File: src/rtl/wic_wake_ctrl.sv
// Wake-up interrupt controller sequencer: drains the CPU, gates its clock, and restores it on wake.
// Optional forced-wake timeout while sleeping is built when WIC_WAKE_TIMEOUT_EN is defined.
module wic_wake_ctrl #(
    parameter int GATE_DLY = 4,
    parameter int WAKE_DLY = 8,
    parameter int TIMEOUT  = 1024
) (
    input  logic       wic_clk,
    input  logic       pad_cpu_rst,
    input  logic       cpu_lpmd_req,
    input  logic       cpu_idle,
    input  logic       intraw_vld,
    output logic       cpu_clk_en,
    output logic       lpmd_ack,
    output logic       wake_done,
    output logic [1:0] wake_state,
    output logic       wake_cause
);

    typedef enum logic [1:0] {
        ST_RUN   = 2'b00,
        ST_DRAIN = 2'b01,
        ST_SLEEP = 2'b10,
        ST_WAKE  = 2'b11
    } state_t;

    localparam logic [7:0]  GATE_LAST = 8'(GATE_DLY - 1);
    localparam logic [7:0]  WAKE_LAST = 8'(WAKE_DLY - 1);

    if (GATE_DLY < 1 || GATE_DLY > 255) begin : g_bad_gate
        $error("GATE_DLY out of range 1..255");
    end
    if (WAKE_DLY < 1 || WAKE_DLY > 255) begin : g_bad_wake
        $error("WAKE_DLY out of range 1..255");
    end
    if (TIMEOUT < 1 || TIMEOUT > 65535) begin : g_bad_timeout
        $error("TIMEOUT out of range 1..65535");
    end

    state_t     state_r, state_s;
    logic [7:0] cnt_r, cnt_s;
    logic       armed_r, armed_s;
    logic       cause_r, cause_s;
    logic       clk_en_r, clk_en_s;
    logic       ack_r, ack_s;
    logic       done_r, done_s;

`ifdef WIC_WAKE_TIMEOUT_EN
    localparam logic [15:0] TIMEOUT_LAST = 16'(TIMEOUT - 1);
    logic [15:0] tcnt_r, tcnt_s;
`endif

    // Next-state, counter and registered-output decode
    always_comb begin
        state_s = state_r;
        cnt_s   = cnt_r;
        cause_s = cause_r;
`ifdef WIC_WAKE_TIMEOUT_EN
        tcnt_s  = tcnt_r;
`endif
        // A request still high after a wake must be released before it can re-arm
        if (!cpu_lpmd_req) begin
            armed_s = 1'b1;
        end else begin
            armed_s = armed_r;
        end

        case (state_r)
            ST_RUN: begin
                cnt_s = 8'd0;
                if (cpu_lpmd_req && armed_r && !intraw_vld) begin
                    state_s = ST_DRAIN;
                end else begin
                    state_s = ST_RUN;
                end
            end
            ST_DRAIN: begin
                if (intraw_vld || !cpu_lpmd_req) begin
                    state_s = ST_RUN;
                    cnt_s   = 8'd0;
                end else if (cpu_idle) begin
                    if (cnt_r == GATE_LAST) begin
                        state_s = ST_SLEEP;
                        cnt_s   = 8'd0;
                        armed_s = 1'b0;
`ifdef WIC_WAKE_TIMEOUT_EN
                        tcnt_s  = 16'd0;
`endif
                    end else begin
                        cnt_s = cnt_r + 8'd1;
                    end
                end else begin
                    cnt_s = 8'd0;
                end
            end
            ST_SLEEP: begin
                if (intraw_vld) begin
                    state_s = ST_WAKE;
                    cnt_s   = 8'd0;
                    cause_s = 1'b0;
`ifdef WIC_WAKE_TIMEOUT_EN
                end else if (tcnt_r == TIMEOUT_LAST) begin
                    state_s = ST_WAKE;
                    cnt_s   = 8'd0;
                    cause_s = 1'b1;
                end else begin
                    tcnt_s  = tcnt_r + 16'd1;
                end
`else
                end else begin
                    state_s = ST_SLEEP;
                end
`endif
            end
            ST_WAKE: begin
                if (cnt_r == WAKE_LAST) begin
                    state_s = ST_RUN;
                    cnt_s   = 8'd0;
                end else begin
                    cnt_s = cnt_r + 8'd1;
                end
            end
            default: begin
                state_s = ST_RUN;
                cnt_s   = 8'd0;
            end
        endcase

        clk_en_s = (state_s == ST_RUN) || (state_s == ST_DRAIN);
        ack_s    = (state_s == ST_SLEEP) && (state_r != ST_SLEEP);
        done_s   = (state_s == ST_RUN) && (state_r == ST_WAKE);
    end

    // State, counters and outputs register with synchronous reset
    always_ff @(posedge wic_clk) begin
        if (pad_cpu_rst) begin
            state_r  <= ST_RUN;
            cnt_r    <= 8'd0;
            armed_r  <= 1'b1;
            cause_r  <= 1'b0;
            clk_en_r <= 1'b1;
            ack_r    <= 1'b0;
            done_r   <= 1'b0;
`ifdef WIC_WAKE_TIMEOUT_EN
            tcnt_r   <= 16'd0;
`endif
        end else begin
            state_r  <= state_s;
            cnt_r    <= cnt_s;
            armed_r  <= armed_s;
            cause_r  <= cause_s;
            clk_en_r <= clk_en_s;
            ack_r    <= ack_s;
            done_r   <= done_s;
`ifdef WIC_WAKE_TIMEOUT_EN
            tcnt_r   <= tcnt_s;
`endif
        end
    end

    assign wake_state = state_r;
    assign cpu_clk_en = clk_en_r;
    assign lpmd_ack   = ack_r;
    assign wake_done  = done_r;
    assign wake_cause = cause_r;

endmodule

File: config.mk
export PLATFORM = sky130hd
export DESIGN_NAME = wic_wake_ctrl
export DESIGN_NICKNAME = d
export VERILOG_FILES = /design/src/rtl/wic_wake_ctrl.sv
export SDC_FILE = /design/constraint.sdc
export NUM_CORES = 1
export LEC_CHECK = 0
export BUFFER_PORTS_ARGS = -buffer_cell sky130_fd_sc_hd__clkbuf_2
export CORE_MARGIN = 5
export CORE_UTILIZATION = 50
export DETAILED_ROUTE_END_ITERATION = 7
export GPL_ROUTABILITY_DRIVEN = 0
export PLACE_DENSITY = 0.82
export SLEW_MARGIN = 10
export SYNTH_ARGS = -nofsm -noshare
export SYNTH_HDL_FRONTEND = slang
export SYNTH_SLANG_ARGS = --single-unit
File: constraint.sdc
create_clock -name wic_clk -period 3.3 [get_ports wic_clk]
set_input_delay 0.99 -clock wic_clk [delete_from_list [all_inputs] [get_ports wic_clk]]
set_output_delay 0.99 -clock wic_clk [all_outputs]
set_load 0.05 [all_outputs]
==> impl_metrics.env <==
export IMPL_status="finished clean"
export IMPL_first_pass_iters=4
export IMPL_finClkSkew_ps=0.467
export IMPL_maxSlewViolCount=0
export IMPL_cap_violations=0
export IMPL_layout_cells_non_filler=111
export IMPL_hold_viol_final=0
export IMPL_core_um2=1330
export IMPL_seqPwrFrac_pct=59.8
export IMPL_drtIter0Drc=22
export IMPL_synthToLayoutAreaGrowth_pct=10.3
export IMPL_synth_simple_area_share_pct=29.1
export IMPL_syn_nets=92
export IMPL_clk_pin_slew_worst_paths_ps=80
export IMPL_holdCritPathClass="reg2reg"
export IMPL_setup_ws_ps=1090
export IMPL_async_flop_share_pct=0
export IMPL_path_cells="clkbuf_2"
export IMPL_hold_buffers=0
export IMPL_cts_tree="built"
export IMPL_place_ws_ps=984
export IMPL_cp_max_fo=12
export IMPL_diodes=0
export IMPL_yosysTopAreaCell="dfxtp_1"
export IMPL_criticalPathCategory="reg2out"
export IMPL_cts_buffer_depth=2
export IMPL_synthTopCellsByCount="dfxtp_1 (14), nand2_1 (11), nor2_1 (9)"
export IMPL_p_int_mw=0.218
export IMPL_dp_hpwl_um=1150
export IMPL_maxSlewHeadroom_pct=53.0
export IMPL_die_x_um=48.1
export IMPL_ys_warn_count=0
export IMPL_rows=13
export IMPL_fin_crit_sh_pct=67.1
export IMPL_crit_path_max_incr_delay_ps=590
export IMPL_max_freq_mhz=452
export IMPL_yosys_area_top_type_share_pct=38.6
export IMPL_synth_compound_area_share_pct=24.0
export IMPL_grt_setup_unrepaired="no"
export IMPL_synthMuxAreaShare_pct=0
export IMPL_pwr_share_comb_pct=7.2
export IMPL_power_switching_mw=0.0684
export IMPL_holdWs_ps=509
export IMPL_dpl_cell_area_um2=778
export IMPL_yosysMostFrequentCell="dfxtp_1"
export IMPL_yosys_most_used_dff="dfxtp_1"
export IMPL_cts_resized=0
export IMPL_wl_per_cell_um=13.6
export IMPL_arrival_ps=1220
export IMPL_synthAdderAreaFrac_pct=1.72
export IMPL_io_pins=11
export IMPL_utilization_pct=60.0
export IMPL_syn_area_um2=726
export IMPL_setup_viol_count_final=0
export IMPL_die_area_um2=2310
export IMPL_min_from="armed_r"
export IMPL_power_total_mw=0.286
export IMPL_clkPwrFrac_pct=33.0
export IMPL_grt_pass1_wl_um=2430
export IMPL_die_y_um=48.1
export IMPL_ys_ff_latch=14
export IMPL_critPathSlowestCell="dfxtp_1"
export IMPL_root_buffer="clkbuf_4"
export IMPL_vias=661
export IMPL_ys_seq_area_share_pct=38.6
export IMPL_sw_frac_of_total_pct=23.9
export IMPL_power_leakage_nw=0.357
export IMPL_r2r_start="cnt_r[5]"
export IMPL_cts_setup_buffers=0
export IMPL_synth_top_family_by_area="simple AND/OR/NAND/NOR gates"
export IMPL_grt_pass1_vias=598
export IMPL_port_buffers=9
export IMPL_start_util_pct=54.4
export IMPL_crit_family="flip-flops"
export IMPL_ys_top_cells_by_area="dfxtp_1 (39%), nand2_1 (5.7%), nor2_1 (4.7%)"
export IMPL_drive_gt1_share_pct=16.7
export IMPL_synthXorXnorAreaFrac_pct=2.41
export IMPL_grt_max_degree=13
export IMPL_worstMarginPinSlew_ps=704
export IMPL_ant_nets=0
export IMPL_dpl_cell_count=108
export IMPL_max_vdd_ir_drop_v=0.000184
export IMPL_antenna_found_initial=0
export IMPL_start_kind="flop"
export IMPL_syn_area_per_cell_um2=8.44
export IMPL_drc_errors=0
export IMPL_layout_cell_area_non_filler_um2=801
export IMPL_cp_end_kind="output pin"
export IMPL_p_per_area_nw_per_um2=358
export IMPL_layout_min_cycle_time_ps=2210
export IMPL_syn_inst=86
export IMPL_final_setup_tns_ps=0
export IMPL_cts_htree_levels=1
export IMPL_crit_start="wake_state[1]"
export IMPL_crit_buf_inv=1
export IMPL_fin_nets=104
export IMPL_grt_usage_pct=15.2
export IMPL_ys_types=35
export IMPL_cts_made_buffers=3
export IMPL_synth_edf_count=0
export IMPL_required_ps=2310
export IMPL_cts_sinks=14
export IMPL_finalWirelength_um=1510
export IMPL_viasPerCell=5.95
export IMPL_clk_latency_ps=280
export IMPL_grt_overflow=0
[area by class of cell]
class | count | area [µm²]
flip-flops and latches | 14 | 280
repair buffers | 9 | 45.0
clock buffers | 3 | 22.5
well taps | 15 | 18.8
fillers | 131 | 533
inverters | 4 | 15.0
multi-input cells | 66 | 419
[kinds of logic (layout without fill, tap and decap cells)]
family,Yosys count,in the layout
XOR/XNOR,2,2
AND/OR/NAND/NOR,40,40
adder cells (fa/ha/maj),1,1
AO/OA/AOI/OAI,22,22
flip-flops,14,14
other,1,1
buffers and inverters,6,16
[placed cells by master (no fill, tap or decap), drive strengths merged, types with 2 or more instances in the layout]
master / synthesis / routed
o41ai: 2 / 2
nor2: 9 / 9
inv: 4 / 4
or2: 3 / 3
nand2: 11 / 11
a21o: 2 / 2
nand3: 4 / 4
dfxtp: 14 / 14
xnor2: 2 / 2
nor3: 2 / 2
a22o: 2 / 2
and3: 3 / 3
clkbuf: 1 / 12
o21ai: 2 / 2
o22ai: 2 / 2
and2: 2 / 2
a21oi: 4 / 4
[state kept, by name, indices dropped and copies added, names as in the netlist]
register,flops
cnt_r,8
wake_state,2
armed_r,1
cpu_clk_en,1
lpmd_ack,1
wake_done,1
[power by group through the flow]
stage               Sequential, mW  Clock, mW  Combinational (mW)
detailed placement           0.175          0              0.0204
global placement             0.175          0              0.0200
finish                       0.171     0.0945              0.0206
floorplan                    0.178          0              0.0114
global route                 0.172      0.104              0.0223
CTS                          0.171     0.0964              0.0206
[worst paths after layout]
path         slack [ps]            end  cells after the start
max                1090  wake_state[1]                      1
min                 510        armed_r                      2
max reg2reg        1410       lpmd_ack                      5
min reg2reg         510        armed_r                      2
[per-layer routing]
metal,wire (µm),track usage [%],vias to the layer above
met5,0,0,-
met4,32,9.68,0
met3,62,4.06,5
met2,683,22.2,17
met1,728,19.6,301
li1,-,-,338
Note: power is estimated with default switching activity, not from simulation.
